--- src/rtl/fifo_pkg.sv ---
// Shared types for the dual-clock FIFO and its stream-side clients.
// The stream word pairs a FIFO data word with a frame-boundary flag.
package fifo_pkg;

  localparam int W_DATA_DEF    = 8;
  localparam int FRAME_LEN_DEF = 16;
  localparam int W_CNT_DEF     = 16;

  typedef logic [W_DATA_DEF-1:0] data_t;
  typedef logic [W_CNT_DEF-1:0]  wcnt_t;

  typedef struct packed {
    data_t data;
    logic  last;
  } stream_word_t;

  // Occupancy of a 2-entry buffer after one cycle of writes and reads.
  function automatic logic [1:0] occ_after(input logic [1:0] occ,
                                           input logic       wr,
                                           input logic       rd);
    logic [1:0] result;
    result = occ;
    if (wr && !rd) begin
      result = occ + 2'd1;
    end else if (rd && !wr) begin
      result = occ - 2'd1;
    end
    return result;
  endfunction

endpackage

--- src/rtl/fifo_skid_buf2.sv ---
// Two-entry stream_word_t buffer with valid/ready handshakes on both sides.
// The read side is driven only from registered state, so rd_valid never depends on rd_ready.
module fifo_skid_buf2
  import fifo_pkg::*;
(
  input  logic         clk,
  input  logic         srst,
  input  logic         wr_valid,
  output logic         wr_ready,
  input  stream_word_t wr_data,
  output logic         rd_valid,
  input  logic         rd_ready,
  output stream_word_t rd_data,
  output logic [1:0]   occ
);

  stream_word_t mem_reg [2];
  logic         head_reg;
  logic         tail_reg;
  logic [1:0]   occ_reg;
  logic [1:0]   occ_next;
  logic         wr_en;
  logic         rd_en;

  assign rd_valid = (occ_reg != 2'd0);
  assign rd_en    = rd_valid & rd_ready;
  // A full buffer can still take a word in the cycle its head leaves.
  assign wr_ready = (occ_reg != 2'd2) | rd_en;
  assign wr_en    = wr_valid & wr_ready;
  assign rd_data  = mem_reg[head_reg];
  assign occ      = occ_reg;

  always_comb begin
    occ_next = occ_after(occ_reg, wr_en, rd_en);
  end

  genvar gi;
  generate
    for (gi = 0; gi < 2; gi++) begin : g_entry
      always_ff @(posedge clk) begin
        if (srst) begin
          mem_reg[gi] <= '0;
        end else if (wr_en && (tail_reg == 1'(gi))) begin
          mem_reg[gi] <= wr_data;
        end
      end
    end
  endgenerate

  always_ff @(posedge clk) begin
    if (srst) begin
      head_reg <= 1'b0;
      tail_reg <= 1'b0;
      occ_reg  <= 2'd0;
    end else begin
      if (rd_en) begin
        head_reg <= ~head_reg;
      end
      if (wr_en) begin
        tail_reg <= ~tail_reg;
      end
      occ_reg <= occ_next;
    end
  end

endmodule

--- src/rtl/fifo_rd_stream_adapter.sv ---
// Read-side FIFO client: issues pops, absorbs the one-cycle read latency and
// re-presents words as a valid/ready stream with frame marking and a delivered-word count.
module fifo_rd_stream_adapter
  import fifo_pkg::*;
#(
  parameter int W_DATA    = W_DATA_DEF,
  parameter int FRAME_LEN = FRAME_LEN_DEF,
  parameter int W_CNT     = W_CNT_DEF
) (
  input  logic              rd_clk,
  input  logic              rd_rst,
  input  logic              en,
  input  logic              fifo_empty,
  input  logic [W_DATA-1:0] fifo_data_out,
  output logic              fifo_pop,
  output logic              m_valid,
  input  logic              m_ready,
  output logic [W_DATA-1:0] m_data,
  output logic              m_last,
  output logic [W_CNT-1:0]  words_out,
  output logic              idle
);

  localparam int W_IDX = (FRAME_LEN > 1) ? $clog2(FRAME_LEN) : 1;
  localparam logic [W_IDX-1:0] IDX_LAST = W_IDX'(FRAME_LEN - 1);

  logic             inflight_reg;
  logic [W_IDX-1:0] idx_reg;
  logic [W_IDX-1:0] idx_next;
  logic [W_CNT-1:0] words_reg;
  logic [W_CNT-1:0] words_next;
  logic [1:0]       occ;
  logic [2:0]       load;
  logic             fire;
  logic             accept;
  logic             capture;
  logic             buf_wr_ready;
  stream_word_t     word_in;
  stream_word_t     word_out;

  assign fire = m_valid & m_ready;

  // Words already committed (buffered or arriving next cycle) minus the one leaving now.
  assign load     = {1'b0, occ} + {2'b00, inflight_reg} - {2'b00, fire};
  assign fifo_pop = en & ~fifo_empty & (load < 3'd2);
  assign accept   = fifo_pop & ~fifo_empty;

  // FIFO read data is valid exactly one cycle after an accepted pop.
  assign capture      = inflight_reg;
  assign word_in.data = data_t'(fifo_data_out);
  assign word_in.last = (idx_reg == IDX_LAST);

  fifo_skid_buf2 u_buf (
    .clk      (rd_clk),
    .srst     (rd_rst),
    .wr_valid (capture),
    .wr_ready (buf_wr_ready),
    .wr_data  (word_in),
    .rd_valid (m_valid),
    .rd_ready (m_ready),
    .rd_data  (word_out),
    .occ      (occ)
  );

  assign m_data    = W_DATA'(word_out.data);
  assign m_last    = word_out.last;
  assign words_out = words_reg;
  assign idle      = (occ == 2'd0) & ~inflight_reg;

  always_comb begin
    idx_next = idx_reg;
    if (capture) begin
      idx_next = word_in.last ? '0 : idx_reg + 1'b1;
    end
  end

  always_comb begin
    words_next = words_reg;
    if (fire && (words_reg != '1)) begin
      words_next = words_reg + 1'b1;
    end
  end

  always_ff @(posedge rd_clk) begin
    if (rd_rst) begin
      inflight_reg <= 1'b0;
      idx_reg      <= '0;
      words_reg    <= '0;
    end else begin
      inflight_reg <= accept;
      idx_reg      <= idx_next;
      words_reg    <= words_next;
    end
  end

  // Pop throttling must keep committed words within the two buffer slots.
  a_no_overflow : assert property (@(posedge rd_clk) disable iff (rd_rst)
    ({1'b0, occ} + {2'b00, inflight_reg}) <= 3'd2);

  a_capture_room : assert property (@(posedge rd_clk) disable iff (rd_rst)
    capture |-> buf_wr_ready);

endmodule

--- config.mk ---
export PLATFORM = sky130hd
export DESIGN_NAME = fifo_rd_stream_adapter
export DESIGN_NICKNAME = d
export VERILOG_FILES = /design/src/rtl/fifo_pkg.sv /design/src/rtl/fifo_skid_buf2.sv /design/src/rtl/fifo_rd_stream_adapter.sv
export SDC_FILE = /design/constraint.sdc
export NUM_CORES = 1
export LEC_CHECK = 0
export CAP_MARGIN = 10
export CORE_AREA = 2 2 65 67
export DETAILED_ROUTE_END_ITERATION = 12
export DIE_AREA = 0 0 67 69
export PLACE_DENSITY = 0.83
export SLEW_MARGIN = 30
export SYNTH_ARGS = -nofsm -noshare
export SYNTH_HDL_FRONTEND = slang
export SYNTH_SLANG_ARGS = --single-unit
--- constraint.sdc ---
create_clock -name rd_clk -period 4.4 [get_ports rd_clk]
set_clock_uncertainty 0.1 [all_clocks]
set_input_delay 0.44 -clock rd_clk [delete_from_list [all_inputs] [get_ports rd_clk]]
set_output_delay 0.44 -clock rd_clk [all_outputs]
set_load 0.02 [all_outputs]
# After elaboration in Yosys (flattened, before gate mapping)
# Memory sizes are Yosys's and may differ from the RTL's. A register that Yosys moved wholly into a read port is not among the register bits.
# Index checks and enable logic that the tools add are counted.
dict set report totals {
  ff_bits 25
  latch_bits 0
  ramBits 18
  romBits 0
  elab_cells 55
  memories 1
}
dict set report classes {
  addsub 6
  n_mul 0
  n_div 0
  order_cmp 1
  n_eq_ne 3
  shift 0
  mux 15
  bitwise_logic 13
  reduce_logical 10
}
# name depth width rd rd_ports_with_merged_regs write_ports line
set memory_table {}
lappend memory_table {u_buf.mem_reg 2 9 1 1 2 fifo_skid_buf2.sv:17} ;# stream_word_t mem_reg [2];
# op n
set ops {}
lappend ops {{2-to-1 mux 9 bit} 2}
lappend ops {{adder 16 x 1 -> 16 bit (second input constant)} 1}
lappend ops {{!= test 16 bit (second input constant)} 1}
lappend ops {{2-to-1 mux 1 bit} 10}
lappend ops {{bitwise AND 1 bit} 6}
lappend ops {{logical AND 1 bit} 5}
lappend ops {{adder 4 x 1 -> 4 bit (second input constant)} 1}
lappend ops {{== test 4 bit (second input constant)} 1}
lappend ops {{2-to-1 mux 2 bit} 2}
lappend ops {{2-to-1 mux 4 bit} 1}
lappend ops {{NOT 1 bit} 4}
lappend ops {{nonzero test 2 bit} 2}
lappend ops {{adder 2 x 1 -> 3 bit} 1}
lappend ops {{less-than comparator 3 x 2 -> 1 bit (second input constant)} 1}
lappend ops {{OR 1 bit} 3}
lappend ops {{subtractor 3 x 1 -> 3 bit} 1}
lappend ops {{adder 2 x 1 -> 2 bit (second input constant)} 1}
lappend ops {{logical NOT 1 bit} 2}
lappend ops {{logical NOT 2 bit} 1}
lappend ops {{!= test 2 bit (second input constant)} 1}
lappend ops {{subtractor 2 x 1 -> 2 bit (second input constant)} 1}

# Logic depth before layout (Yosys ltp)
dict set report logic_depth {
  word_depth 9
  ltp_mapped 8
}

# By module
# A second synthesis with hierarchy kept.
dict set report unflattened {
  cells_unflattened 215
  area_unflattened_um2 2177.1
}
# mod instances cells_each area_per_inst_um2
set by_module_without_submodules {}
lappend by_module_without_submodules {fifo_rd_stream_adapter 1 131 1139.8}
lappend by_module_without_submodules {fifo_skid_buf2 1 84 1037.2}

# Worst setup path after synthesis
# No wires, ideal clock.
dict set report synth_timing {
  path_type {reg2out}
  start {register u_buf.occ_reg[1] (netlist: u_buf.occ[1])}
  end {output fifo_pop}
  t_arrival_ps 2080
  setup_slack_ps 1780
  stages_incl_launch_ff 8
  path_buffers 1
  cell_sequence {dfxtp_1 o21ai_1 buf_2 nor2_1 o21ai_0 fa_1 xor2_1 nor3_1}
}
dict set report synth_between {
  elab_chain_len 5
  word_cells_on_any_way 6
}
# element line
set synth_lines {}
lappend synth_lines {{start: declaration} fifo_skid_buf2.sv:20} ;# logic [1:0] occ_reg;
lappend synth_lines {{start signal: assignment} fifo_skid_buf2.sv:62} ;# occ_reg <= occ_next;
lappend synth_lines {{branches (longest 2 deep; another with adder 2 x 1 -> 3 bit)} -}
lappend synth_lines {{subtractor 3 x 1 -> 3 bit *} fifo_rd_stream_adapter.sv:44} ;# assign load = {1'b0, occ} + {2'b00, inflight_reg} - {2'b00, fire};
lappend synth_lines {{less-than comparator 3 x 2 -> 1 bit *} fifo_rd_stream_adapter.sv:45} ;# assign fifo_pop = en & ~fifo_empty & (load < 3'd2);
lappend synth_lines {{bitwise AND 1 bit *} fifo_rd_stream_adapter.sv:45}
lappend synth_lines {{end: declaration} fifo_rd_stream_adapter.sv:15} ;# output logic fifo_pop,
# Every way passes the cells marked *.

# Worst setup path after layout
dict set report layout_timing {
  start {input m_ready}
  end {output fifo_pop}
}
dict set report layout_between {
  elab_chain_len 4
}
# element line
set layout_lines {}
lappend layout_lines {{start: declaration} fifo_rd_stream_adapter.sv:17} ;# input logic m_ready,
lappend layout_lines {{bitwise AND 1 bit} fifo_rd_stream_adapter.sv:41} ;# assign fire = m_valid & m_ready;
lappend layout_lines {{subtractor 3 x 1 -> 3 bit} fifo_rd_stream_adapter.sv:44}
lappend layout_lines {{less-than comparator 3 x 2 -> 1 bit} fifo_rd_stream_adapter.sv:45}
lappend layout_lines {{bitwise AND 1 bit} fifo_rd_stream_adapter.sv:45}
# Every way passes these cells.

==> flow_summary.toml <==
[clocking]
cts_tree = "done"
cts_root_buf = "clkbuf_8"
h-tree-depth = 2
cts.sinks = 44
clk_path_buf_depth = 2
hold_buffers = 0
clk_pin_slew_worst_paths_ps = 80
insertion_delay_ps = 290
cts_buffers = 5
cts_setup_buffers = 0
cts_resized = 0

[grt]
grt_util_met3_pct = 4.731
antenna_found_initial = 0
grt_max_degree = 18
grt_pass1_vias = 1470
grt-ovfl-total = 0
grt_pass1_wl_um = 6596
grtUsageMet2_pct = 31.02
grtUsageTotal_pct = 18.47
grt_most_used_layer = "met2"
met1_usage_pct = 21.99

[floorplan]
fp.dieH_um = 69
start_util_pct = 53.71
die_area_um2 = 4623
placementRows = 23
ios = 41
core_area_um2 = 3914
die_w_um = 67

[timing]
hold_violations = 0
finalSetupViolCount = 0
tightest_slew_ps = 999.3
max_slew_margin_pct = 32.93
fin_setup_tns_ps = 0
fin_ws_ps = 686.5
fmax_mhz = 269.3
grt_setup_unrepaired = "false"
post-route-min-period_ps = 3714
fin_crit_sh_pct = 84.40
drv_slew = 0

[route]
initialDrtViolationCount = 97
drt_pre_antenna_iters = 4
routed_wl_um = 4026
drtAntennaViolNets = 0
drt-wirelength-per-cell_um = 13.74
drt-vias-per-instance = 5.642
drc = 0
vias = 1653

[setup_path]
cp.arrival_ps = 3170
worstPathRequired_ps = 3860
start_kind = "input pin"
max_stage_delay_ps = 620
reg2reg_setup_slack_ps = 2010
critPathBufInv = 2
crit_path_start = "m_ready"
worstSetupPathDepth = 8
endpoint = "fifo_pop"
r2r_start = "u_buf.occ[1]$_SDFFE_PP0P_"
crit_top_cell = "clkdlybuf4s50_1"
critPathTopFamily = "buffers and inverters"
cp_cell_sequence = "clkdlybuf4s50_1, o21ai_1, nor2_1, o21ai_0, fa_1, xor2_1, nor3_1, clkdlybuf4s50_1"
r2r_end = "capture$_SDFF_PP0_"
crit_path_end_kind = "output pin"
cpMaxStageDelayCell = "clkdlybuf4s50_1"
crit_fanout = 15
critPathKind = "input pin to output pin"
r2r_cells = 6

[layout]
layout_common_cells = "40 x clkdlybuf4s50_1, 26 x dfxtp_1, 18 x edfxtp_1"
n_antenna_cell = 0
drive_above_1_share_pct = 10.70
largest_reg_flops = 18
post-route-util_pct = 67.55
area_growth_pct = 25.77
final_nets = 259
final_common_cell = "clkdlybuf4s50_1"

[synthesis]
yosys.cell_types.count = 45
syn_nets = 219
synth_seq_cells = 44
seq_area_frac_synth_pct = 50.48
synth_ff_type = "dfxtp_1"
syn_area_per_cell_um2 = 10.41
syn_area_um2 = 2102
yosysWarningCount = 0
synthCells = 202
async_flop_share_pct = 0
synth_edf_count = 18

[power]
clkPwrFrac_pct = 23.4
intPower_mw = 0.7397
power.switching_mw = 0.3431
ir_worst_vdd_mv = 0.2196
sw_frac_of_total_pct = 31.68
p_leak_nw = 0.9598
comb_power_share_pct = 29.7
p_seq_share_pct = 46.9
p_per_area_nw_per_um2 = 409.6

[run]
drv_cap = 0

[hold_path]
hp-class = "flop to flop"

[place]
place_congestion = 0.7924
post-dp-hpwl_um = 2822
post-place-ws_ps = 714.1
buffer_ports.inserted = 40

[status]
status = "completed"
==> worst min path at each step <==
| stage | start | end | slack, ps | cells past startpoint |
|---|---|---|---|---|
| floorplan | idx_reg[3]$_SDFFE_PP0P_ | idx_reg[3]$_SDFFE_PP0P_ | 360 | 2 |
| global placement | idx_reg[3]$_SDFFE_PP0P_ | idx_reg[3]$_SDFFE_PP0P_ | 370 | 2 |
| detailed placement | idx_reg[3]$_SDFFE_PP0P_ | idx_reg[3]$_SDFFE_PP0P_ | 390 | 2 |
| CTS | idx_reg[3]$_SDFFE_PP0P_ | idx_reg[3]$_SDFFE_PP0P_ | 400 | 2 |
| global route | idx_reg[3]$_SDFFE_PP0P_ | idx_reg[3]$_SDFFE_PP0P_ | 420 | 2 |
| finish | idx_reg[3]$_SDFFE_PP0P_ | idx_reg[3]$_SDFFE_PP0P_ | 400 | 2 |
==> power by group through the flow <==
stage                     sequential, mW  combinational [mW]  clock [mW]
after global placement             0.516               0.319           0
final                              0.508               0.322       0.253
after global routing               0.516               0.347       0.281
after detailed placement           0.518               0.323           0
after CTS                          0.509               0.325       0.261
after floorplan                    0.498               0.219           0
==> routing by layer <==
layer	share of wire, %	routed length (um)	vias up
li1	-	-	824
met5	0	0	-
met1	44	1776	779
met2	49	1964	43
met3	5.5	220	7
met4	1.6	65	0
==> cell usage after synthesis, types with 4 or more instances <==
master     n  area share, %
edfxtp_1  18             26
o21ai_0    6            1.4
o31ai_1    4            1.4
nor3_1     7            1.7
nand3_1    4           0.95
a21oi_1   10            2.4
inv_1      4           0.71
dfxtp_1   26             25
and2_1    16            4.8
mux2_2    10            5.4
xor2_1     5            2.1
nor4_1     5            1.5
nor2_1    16            2.9
clkbuf_1   5           0.89
or3_1      5            1.5
nand2_1   11            2.0
nor2b_1    4            1.2
==> stage by stage <==
step	hold WS, ps	cells	total power, mW	instance area (um2)
finish	403.6	293	1.083	2644
global route	417.4	293	1.144	2644
CTS	404.8	293	1.095	2644
detailed placement	393.0	285	0.8414	2551
global placement	374.2	285	0.8345	2542
floorplan	358.7	202	0.7177	2102
==> logic make-up (layout without fill, tap and decap cells) <==
| family | count (synthesis) | in the layout | synth area share, % |
|---|---|---|---|
| DFF | 44 | 44 | 50.48 |
| AOI/OAI and AO/OA | 32 | 32 | 9.704 |
| xor gates and xnor gates | 6 | 6 | 2.500 |
| and+or+nand+nor | 87 | 87 | 23.99 |
| muxes | 15 | 15 | 7.917 |
| adders and majority gates | 4 | 4 | 2.738 |
| buffers and inverters | 14 | 55 | 2.678 |
==> cell type report <==
type / count / area, um2
fillers: 322 / 1270
flip-flops and latches: 44 / 1061
multi-input cells: 144 / 993.5
repair buffers: 42 / 415.4
clock buffers: 5 / 68.82
well taps: 50 / 62.56
clock inverters: 3 / 23.77
inverters: 5 / 18.77
==> worst min-delay path: stages, from the launching register on <==
cell     delay, ps
dfxtp_1        330
o21ai_0         70
a21oi_1         60
No activity file was read; power rests on OpenSTA's default activity.
